**src/rtl/nor_chain_sweep_ctrl.sv**
```systemverilog
// nor_chain_sweep_ctrl: steps vectors 0..LAST_VEC into a cascaded NOR chain,
// waits SETTLE_CYCLES per vector, captures {g,f,e} and streams each result
// over a valid/ready handshake. All outputs are registered.
// Optional build macro: NOR_SWEEP_SELFCHECK_EN enables the internal golden
// model, res_err and the saturating err_cnt; otherwise both are tied to 0.
module nor_chain_sweep_ctrl #(
  parameter int unsigned SETTLE_CYCLES = 1,
  parameter int unsigned LAST_VEC      = 15
) (
  input  logic       clk,
  input  logic       rst,
  input  logic       start,
  input  logic       abort,
  output logic       busy,
  output logic       done,
  output logic [3:0] nor_in,
  input  logic [2:0] nor_out,
  output logic       res_valid,
  input  logic       res_ready,
  output logic [3:0] res_vec,
  output logic [2:0] res_efg,
  output logic       res_err,
  output logic [4:0] err_cnt
);

  localparam logic [3:0] SETTLE_LOAD = 4'(SETTLE_CYCLES - 1);
  localparam logic [3:0] LAST        = 4'(LAST_VEC);

  typedef enum logic [1:0] {IDLE, DRIVE, EMIT} state_e;

  state_e     state_q, state_d;
  logic [3:0] vec_q, vec_d;
  logic [3:0] cnt_q, cnt_d;
  logic [3:0] nor_in_q, nor_in_d;
  logic       busy_q, busy_d;
  logic       done_q, done_d;
  logic       res_valid_q, res_valid_d;
  logic [3:0] res_vec_q, res_vec_d;
  logic [2:0] res_efg_q, res_efg_d;

`ifdef NOR_SWEEP_SELFCHECK_EN
  logic       res_err_q, res_err_d;
  logic [4:0] err_cnt_q, err_cnt_d;
  logic       gold_e, gold_f, gold_g;
  logic [2:0] golden;

  // Golden chain from the current vector: a=vec[0], b=vec[1], c=vec[2], d=vec[3]
  always_comb begin
    gold_e = ~(vec_q[0] | vec_q[1]);
    gold_f = ~(vec_q[2] | gold_e);
    gold_g = ~(vec_q[3] | gold_f);
    golden = {gold_g, gold_f, gold_e};
  end
`endif

  // Next-state and registered-output logic; abort takes priority over a handshake
  always_comb begin
    state_d     = state_q;
    vec_d       = vec_q;
    cnt_d       = cnt_q;
    nor_in_d    = nor_in_q;
    busy_d      = busy_q;
    done_d      = 1'b0;
    res_valid_d = res_valid_q;
    res_vec_d   = res_vec_q;
    res_efg_d   = res_efg_q;
`ifdef NOR_SWEEP_SELFCHECK_EN
    res_err_d   = res_err_q;
    err_cnt_d   = err_cnt_q;
`endif
    case (state_q)
      IDLE: begin
        if (start && !abort) begin
          state_d  = DRIVE;
          vec_d    = '0;
          nor_in_d = '0;
          busy_d   = 1'b1;
          cnt_d    = SETTLE_LOAD;
`ifdef NOR_SWEEP_SELFCHECK_EN
          err_cnt_d = '0;
`endif
        end
      end
      DRIVE: begin
        if (abort) begin
          state_d     = IDLE;
          res_valid_d = 1'b0;
          busy_d      = 1'b0;
          nor_in_d    = '0;
        end else if (cnt_q == '0) begin
          state_d     = EMIT;
          res_valid_d = 1'b1;
          res_vec_d   = vec_q;
          res_efg_d   = nor_out;
`ifdef NOR_SWEEP_SELFCHECK_EN
          res_err_d = (nor_out != golden);
          if ((nor_out != golden) && (err_cnt_q != 5'd31)) begin
            err_cnt_d = err_cnt_q + 5'd1;
          end
`endif
        end else begin
          cnt_d = cnt_q - 4'd1;
        end
      end
      EMIT: begin
        if (abort) begin
          state_d     = IDLE;
          res_valid_d = 1'b0;
          busy_d      = 1'b0;
          nor_in_d    = '0;
        end else if (res_ready) begin
          res_valid_d = 1'b0;
          if (vec_q == LAST) begin
            state_d  = IDLE;
            busy_d   = 1'b0;
            done_d   = 1'b1;
            nor_in_d = '0;
          end else begin
            state_d  = DRIVE;
            vec_d    = vec_q + 4'd1;
            nor_in_d = vec_q + 4'd1;
            cnt_d    = SETTLE_LOAD;
          end
        end
      end
      default: state_d = IDLE;
    endcase
  end

  // State and output registers with asynchronous reset
  always_ff @(posedge clk or posedge rst) begin
    if (rst) begin
      state_q     <= IDLE;
      vec_q       <= '0;
      cnt_q       <= '0;
      nor_in_q    <= '0;
      busy_q      <= 1'b0;
      done_q      <= 1'b0;
      res_valid_q <= 1'b0;
      res_vec_q   <= '0;
      res_efg_q   <= '0;
`ifdef NOR_SWEEP_SELFCHECK_EN
      res_err_q   <= 1'b0;
      err_cnt_q   <= '0;
`endif
    end else begin
      state_q     <= state_d;
      vec_q       <= vec_d;
      cnt_q       <= cnt_d;
      nor_in_q    <= nor_in_d;
      busy_q      <= busy_d;
      done_q      <= done_d;
      res_valid_q <= res_valid_d;
      res_vec_q   <= res_vec_d;
      res_efg_q   <= res_efg_d;
`ifdef NOR_SWEEP_SELFCHECK_EN
      res_err_q   <= res_err_d;
      err_cnt_q   <= err_cnt_d;
`endif
    end
  end

  assign busy      = busy_q;
  assign done      = done_q;
  assign nor_in    = nor_in_q;
  assign res_valid = res_valid_q;
  assign res_vec   = res_vec_q;
  assign res_efg   = res_efg_q;
`ifdef NOR_SWEEP_SELFCHECK_EN
  assign res_err   = res_err_q;
  assign err_cnt   = err_cnt_q;
`else
  assign res_err   = 1'b0;
  assign err_cnt   = '0;
`endif

endmodule

```
**config.mk**
```make
export PLATFORM = sky130hd
export DESIGN_NAME = nor_chain_sweep_ctrl
export DESIGN_NICKNAME = d
export VERILOG_FILES = /design/src/rtl/nor_chain_sweep_ctrl.sv
export SDC_FILE = /design/constraint.sdc
export NUM_CORES = 1
export LEC_CHECK = 0
export ABC_AREA = 1
export CAP_MARGIN = 20
export CORE_ASPECT_RATIO = 0.9
export CORE_MARGIN = 2
export CORE_UTILIZATION = 40
export CTS_CLUSTER_SIZE = 14
export DETAILED_ROUTE_END_ITERATION = 7
export GPL_ROUTABILITY_DRIVEN = 0
export PLACE_DENSITY_LB_ADDON = 0.12
export SETUP_SLACK_MARGIN = 0.05
export SYNTH_ARGS = -nofsm -noshare
export SYNTH_HDL_FRONTEND = slang
export SYNTH_SLANG_ARGS = --single-unit
```
**constraint.sdc**
```tcl
create_clock -name clk -period 1.35 [get_ports clk]
set_input_delay 0.2025 -clock clk [delete_from_list [all_inputs] [get_ports clk]]
set_output_delay 0.2025 -clock clk [all_outputs]
set_load 0.02 [all_outputs]
```
# Yosys cells after proc, flatten, opt, wreduce, memory -nomap -nowiden
# Cells that the tools add are included.
# word_totals
ff_bits	24
in_bits	8
word_cells	77
output_inout_bits	20
# op_classes
n_bitwise	1
addsub	2
n_eq_ne	13
muxes	38
n_reduce_logical	14
# op_table
operator	count
two-way mux 4 bit	13
one-hot mux 4 bit (3 select lines)	2
two-way mux 1 bit	14
!= test 2 bit (second input constant)	7
two-way mux 2 bit	5
AND reduction 5 bit	2
!= test 3 bit (second input constant)	3
AND reduction 3 bit	3
one-hot mux 4 bit (2 select lines)	1
AND reduction 7 bit	1
one-hot mux 2 bit (3 select lines)	1
adder 4 x 1 -> 4 bit (second input constant)	1
equality test 4 bit (second input constant)	1
zero test 4 bit	1
AND reduction 4 bit	1
nonzero test 2 bit	2
subtractor 4 x 1 -> 4 bit (second input constant)	1
one-hot mux 1 bit (3 select lines)	1
nonzero test 3 bit	1
equality test 2 x 1 -> 1 bit (second input constant)	1
equality test 2 bit (second input constant)	1
zero test 2 bit	1
one-hot mux 1 bit (2 select lines)	1
logical AND 1 bit	1
2 further kinds	2

# Depth between registers and ports, before layout
# Gate-level depths: netlist (run 1).
# depth
ltp_word	5
ltp_mapped	9
depth_no_buf	9

# Worst setup path before layout (run 1)
# Ideal clock, no wire load.
# synth_timing
path_type	register to register
start	register state_q[0]
end	register cnt_q[3]
path_buffers	1
t_required_ps	1234
period_less_slack_ps	1368
setup_time_ps	116
path_stages_with_launch	10
path_slack_ps	-18
arrival_ps	1251
path_cell_list	dfrtp_1 inv_1 ha_1 buf_4 nand2_2 nand2_2 nor2_8 nand2_4 nand2_1 nand2_1
# synth_between
elab_chain_cells	3
elab_cells_between_ends	12
cone_classes	eq/ne (8); mux (1); reduce/logical (3)
# synth_lines
item	line_no	rtl
start: declaration	31	state_e state_q, state_d;
start signal: assignment	147	state_q <= state_d;
equality test 2 x 1 -> 1 bit (tied with other cells)	71	case (state_q)
!= test 2 bit (no source line) or nonzero test 3 bit (tied branches)	-	
AND reduction 7 bit (no source line)	-	
end signal: assignment	149	cnt_q <= cnt_d;
end: declaration	33	logic [3:0] cnt_q, cnt_d;
# Several ways; a longest one is shown, not always the timed one.
# A chain may end at the register's enable or synchronous reset.

# Worst setup path in the final report (run 1)
# Ends and elaborated chain as after synthesis.

==> flow_metrics.tcl, run 1 <==
set metrics [dict create \
    status "finished with violations" \
    violations "setup timing" \
    grtUsageTotal 0.166 \
    gr-total-overflow 0 \
    hold_viol 0 \
    die_h_um 59.5 \
    first_iter_violations 22 \
    final_max_slew_viol_count 0 \
    drc 0 \
    ys_ff_latch 24 \
    synth_largest_area_cell "dfrtp_1" \
    cp.required_ns 1.51 \
    fin_crit_ns 1.44 \
    slowest_delay_ns 0.45 \
    grt_pass1_vias 1095 \
    clockBufferDepth 2 \
    routed_wl_mm 2.99 \
    p_leak_nw 1.09 \
    grt_pass1_wl_mm 4.93 \
    placementRows 20 \
    numCtsBuffers 3 \
    max_freq_mhz 694 \
    cts.sinks 24 \
    cts_tree "built" \
    core_mm2 0.00333 \
    via_per_inst 4.45 \
    finalWorstSetupSlack_ns -0.0916 \
    crit_chain "inv_4 > ha_4 > nor2_2 > nor2_1 > inv_1 > nand2_4 > nand2_4 > nand2_1 > nand2_1" \
    pre_cts_slack_ns -0.154 \
    antenna_found_initial 0 \
    n_fill_cell 295 \
    synth_top_family_by_area "simple AND/OR/NAND/NOR gates" \
    die-width_um 65.7 \
    path_class "reg -> reg" \
    yosysUniqueCellTypes 21 \
    htreeDepth 1 \
    antenna_cells 0 \
    synth_adder_area_share 0.0639 \
    synth-compound-area-share 0.0329 \
    synthSimpleGateAreaFrac 0.356 \
    critPathBufInv 2 \
    path_clk_slew_ns 0.09 \
    dr.pass1.iters 4 \
    synth_mux_area_frac 0 \
    wl_per_cell_um 11.2 \
    period_share 1.07 \
    ys_warn_count 0 \
    power-per-cell-area_mw_per_mm2 1910 \
    critPathMaxFanout 6 \
    vias 1185 \
    grt_max_degree 25 \
    hold_ws_ns 0.270 \
    synth_xor_area_frac 0.0128 \
    multi_input_area_um2 823 \
    setup_viol 19 \
    cp_slowest_cell "dfrtp_2" \
    nNetsFinal 238 \
    ir_worst_vdd_mv 1.00 \
    critPathLaunchType "register" \
    synth_top_area_frac 0.438 \
    regArea_um2 603 \
    hold_class "in -> async" \
    cp.arrival_ns 1.61 \
    fin_skew_ns 0.00423 \
    drv_cap 0 \
    synthCells 173 \
    synth_seq_area_share 0.438 \
    io_buffers 21 \
    netlist_area_mm2 0.00137 \
    dp_hpwl_mm 2.06 \
    critPathTopFamily "simple AND/OR/NAND/NOR gates" \
    die_area_mm2 0.00391 \
    cts-root-buf "clkbuf_8" \
    avgSynthCellArea_um2 7.92 \
    layout-drive-gt1-share 0.338 \
    rsz0062_at_grt "yes" \
    area_delta_synth_final_pct 49.8 \
    synth_area_leaders "dfrtp_1 (44%), nand2_1 (17%), ha_1 (6.4%)" \
    ant_nets 0 \
    clock_latency_ns 0.26 \
    ios 28 \
    initial_core_util 0.412 \
    end_kind "register" \
]
registers in the layout (all words and copies together), names as in the netlist:
signal,flops
cnt_q,4
nor_in,4
res_vec,4
vec_q,4
res_efg,3
state_q,2
busy,1
done,1
res_valid,1
report_power, final:
| group | leakage [nW] | total [mW] | internal (mW) | switching, mW |
|---|---|---|---|---|
| Sequential | 0.319 | 1.03 | 0.895 | 0.137 |
| Clock | 0.0357 | 0.625 | 0.396 | 0.229 |
| Combinational | 0.739 | 2.25 | 0.993 | 1.26 |
| Total | 1.09 | 3.91 | 2.28 | 1.63 |
what timing repair did:
item | CTS | global route
pin swaps | 2 | 12
gates cloned | 1 | 0
setup buffers | 2 | 5
gates resized for setup | 26 | 31
setup endpoints to repair | 37 | 24
hold buffers | 0 | 0
metal layers:
layer,vias up,GRT usage,part of all wire
met2,16,0.274,0.51
met5,-,0,0
met1,548,0.217,0.45
li1,619,-,-
met3,2,0.0380,0.033
met4,0,0.0536,0.0054
layout by cell type, fill, tap and decap left out:
cell type | Yosys | routed
nand4_1 | 1 | 1
nand3_4 | 0 | 1
o21ai_1 | 5 | 5
xnor2_1 | 1 | 1
bufinv_16 | 0 | 1
ha_1 | 7 | 2
ha_2 | 0 | 2
buf_4 | 7 | 20
xor2_1 | 1 | 1
nor2_8 | 1 | 1
inv_1 | 15 | 10
a21oi_2 | 0 | 1
nand3_2 | 1 | 1
nand3_1 | 14 | 13
inv_4 | 0 | 3
clkbuf_8 | 0 | 3
dfrtp_2 | 0 | 2
clkdlybuf4s50_1 | 0 | 7
buf_12 | 0 | 2
dlygate4sd2_1 | 0 | 14
nand2_1 | 61 | 51
a21oi_1 | 3 | 2
ha_4 | 0 | 3
nor2_2 | 0 | 2
buf_6 | 0 | 3
nand2_4 | 2 | 9
nand3b_1 | 1 | 1
dfrtp_1 | 24 | 22
nor2_4 | 3 | 4
inv_2 | 5 | 7
o21ai_0 | 1 | 1
conb_1 | 1 | 6
nand2_2 | 7 | 8
nand2_8 | 0 | 2
nor2_1 | 12 | 10
stage by stage:
stage | TNS (ns) | power, mW | utilization | cells | area, um2
after detailed placement | -1.93 | 2.83 | 0.526 | 254 | 1750
after CTS | -0.424 | 3.56 | 0.563 | 261 | 1870
after global placement | -1.36 | 2.79 | 0.526 | 254 | 1750
final | -0.732 | 3.91 | 0.617 | 266 | 2050
after global routing | -2.41 | 4.22 | 0.617 | 266 | 2050
after floorplan | 0 | 2.22 | - | 178 | 1410
cell usage after synthesis:
cell	instances
nand2_2	7
nand3_2	1
nand2_4	2
nor2_4	3
nand2_1	61
conb_1	1
ha_1	7
nand3b_1	1
dfrtp_1	24
xor2_1	1
inv_1	15
nand4_1	1
a21oi_1	3
buf_4	7
nor2_8	1
inv_2	5
o21ai_0	1
xnor2_1	1
nand3_1	14
o21ai_1	5
nor2_1	12
cells by family (layout without fill, tap and decap cells):
kind of cell / count (synthesis) / after routing
AOI/OAI and AO/OA: 9 / 9
xor gates and xnor gates: 2 / 2
adders and majority gates: 7 / 7
buffers and inverters: 27 / 70
DFF: 24 / 24
other: 1 / 6
and+or+nand+nor: 103 / 104
path summary, 6_finish.rpt:
path	depth (start not counted)	to	slack, ns	startpoint
max in group asynchronous	3	state_q[0]	0.83	rst
setup / recovery	9	cnt_q[3]	-0.09	state_q[0]
setup reg to reg	9	cnt_q[3]	-0.09	state_q[0]
hold reg to reg	2	res_vec[1]	0.47	res_vec[1]
hold / removal	3	res_efg[1]	0.27	rst
min in group clk	2	res_vec[1]	0.47	res_vec[1]
area by class of cell:
| class | instances | area share |
|---|---|---|
| flip-flops and latches | 24 | 0.294 |
| inverters | 20 | 0.0402 |
| clock inverters | 1 | 0.0146 |
| multi-input cells | 128 | 0.401 |
| repair buffers | 46 | 0.203 |
| well taps | 44 | 0.0268 |
| clock buffers | 3 | 0.0201 |
worst min-delay path, cell delays in order:
cell             delay [ns]
clkdlybuf4s50_1        0.39
inv_1                  0.05
buf_4                  0.29
(Power assumes the default switching activity.)
==> run 2, diff against run 1 <==
--- a/config.mk
+++ b/config.mk
@@ -14,5 +14,7 @@
 export DETAILED_ROUTE_END_ITERATION = 7
 export GPL_ROUTABILITY_DRIVEN = 0
+export HOLD_SLACK_MARGIN = 0.05
 export PLACE_DENSITY_LB_ADDON = 0.12
+export REMOVE_ABC_BUFFERS = 1
 export SETUP_SLACK_MARGIN = 0.05
 export SYNTH_ARGS = -nofsm -noshare
==> constraint.sdc (replaced) <==
create_clock -name clk -period 1.35 [get_ports clk]
set_input_delay 0.2025 -clock clk [delete_from_list [all_inputs] [get_ports clk]]
set_output_delay 0.2025 -clock clk [all_outputs]
set_load 0.005 [all_outputs]
==> run 2 against run 1 <==
Effect of this change: the flow still finishes with violations (setup timing); clock skew down 0.0019 ns; global-route usage up 0.61 points; combinational power down 6%; critical endpoint is now vec_q[1].
==> flow_metrics.tcl, run 2 (synthesis results as in run 1) <==
set metrics [dict create \
    grt_pass1_wl_mm 5.26 \
    numCtsBuffers 3 \
    grtUsageTotal 0.172 \
    setup_viol 20 \
    cts-root-buf "clkbuf_8" \
    initial_core_util 0.412 \
    placementRows 20 \
    violations "setup timing" \
    drc 0 \
    vias 1210 \
    rsz0062_at_grt "yes" \
    end_kind "register" \
    antenna_found_initial 0 \
    grt_pass1_vias 1172 \
    hold_ws_ns 0.281 \
    clock_latency_ns 0.26 \
    clockBufferDepth 2 \
    dp_hpwl_mm 2.12 \
    layout_commonest_cell "nand2_1" \
    hold_viol 0 \
    fin_skew_ns 0.00235 \
    grt_max_degree 25 \
    layout-drive-gt1-share 0.339 \
    dr.pass1.iters 6 \
    fin_crit_ns 1.41 \
    final_max_slew_viol_count 0 \
    die_area_mm2 0.00391 \
    r2r_start "state_q[0]" \
    die-width_um 65.7 \
    path_clk_slew_ns 0.08 \
    power-per-cell-area_mw_per_mm2 1800 \
    final_cell_mix "nand2_1 (48), dfrtp_1 (23), buf_4 (19)" \
    drv_cap 0 \
    pre_cts_slack_ns -0.190 \
    cts.sinks 24 \
    critPathLaunchType "register" \
    period_share 1.04 \
    die_h_um 59.5 \
    first_iter_violations 36 \
    ant_nets 0 \
    area_delta_synth_final_pct 46.0 \
    status "finished with violations" \
    r2r_end "vec_q[1]" \
    p_leak_nw 1.09 \
    nNetsFinal 237 \
    max_freq_mhz 711 \
    critPathMaxFanout 5 \
    cts_tree "built" \
    cp.required_ns 1.51 \
    cp.arrival_ns 1.57 \
    rrSetupSlack_ns -0.06 \
    routed_wl_mm 3.00 \
    hold_class "in -> async" \
    io_buffers 21 \
    finalWorstSetupSlack_ns -0.0568 \
    r2r_cells 9 \
    gr-total-overflow 0 \
    ir_worst_vdd_mv 0.900 \
    finalPower_mw 3.61 \
    htreeDepth 1 \
    path_class "reg -> reg" \
    ios 28 \
    via_per_inst 4.57 \
    antenna_cells 0 \
    core_mm2 0.00333 \
    n_fill_cell 299 \
    wl_per_cell_um 11.3 \
]
## run 2: where the power goes
group	internal, mW	total (mW)	switching (mW)
clock	0.260	0.485	0.224
combinational	0.943	2.11	1.17
sequential	0.892	1.01	0.118
total	2.10	3.61	1.51
## run 2: critical path, cell delays in order (launching register included)
cell	delay [ns]
dfrtp_1	0.39
inv_2	0.07
buf_6	0.12
ha_4	0.17
nand2_4	0.09
nand2_4	0.09
nor2_8	0.18
nand2_4	0.09
nand2_2	0.08
nand2_2	0.04
## run 2: worst max path at each step
stage | slack [ns] | startpoint | to
floorplan | -0.08 | state_q[0] | cnt_q[3]
global placement | -0.13 | state_q[0] | cnt_q[3]
detailed placement | -0.19 | state_q[0] | cnt_q[0]
CTS | -0.05 | state_q[1] | res_efg[2]
global route | -0.16 | state_q[1] | res_efg[0]
finish | -0.06 | state_q[0] | vec_q[1]
## run 2: final cells by class
type / count / area (um2) / area share
Sequential cell: 24 / 602 / 0.301
Multi-Input combinational cell: 128 / 811 / 0.405
Inverter: 20 / 82.6 / 0.0413
Clock buffer: 4 / 55.1 / 0.0275
Timing Repair Buffer: 45 / 395 / 0.198
Tap cell: 44 / 55.1 / 0.0275
## run 2: routing by layer
metal,track usage,up-vias,part of all wire
met5,0,-,0
met4,0.0536,0,0.017
met3,0.0190,6,0.045
met2,0.297,38,0.50
met1,0.227,547,0.43
li1,-,619,-
## run 2: metrics by stage
stage / cell area [um2] / TNS, ns / instances / utilization
final: 2000 / -0.689 / 265 / 0.601
after global placement: 1720 / -1.80 / 252 / 0.517
after global routing: 2000 / -2.54 / 265 / 0.601
after floorplan: 1340 / -0.338 / 171 / -
after CTS: 1910 / -0.504 / 263 / 0.575
after detailed placement: 1720 / -2.78 / 252 / 0.517
## run 2: what timing repair did
action,CTS,global route
cloned,1,0
resized for setup,39,21
setup buffers,6,2
hold endpoints to repair,0,0
hold buffers,0,0
endpoints found under the setup margin,37,24
pin swaps,7,10
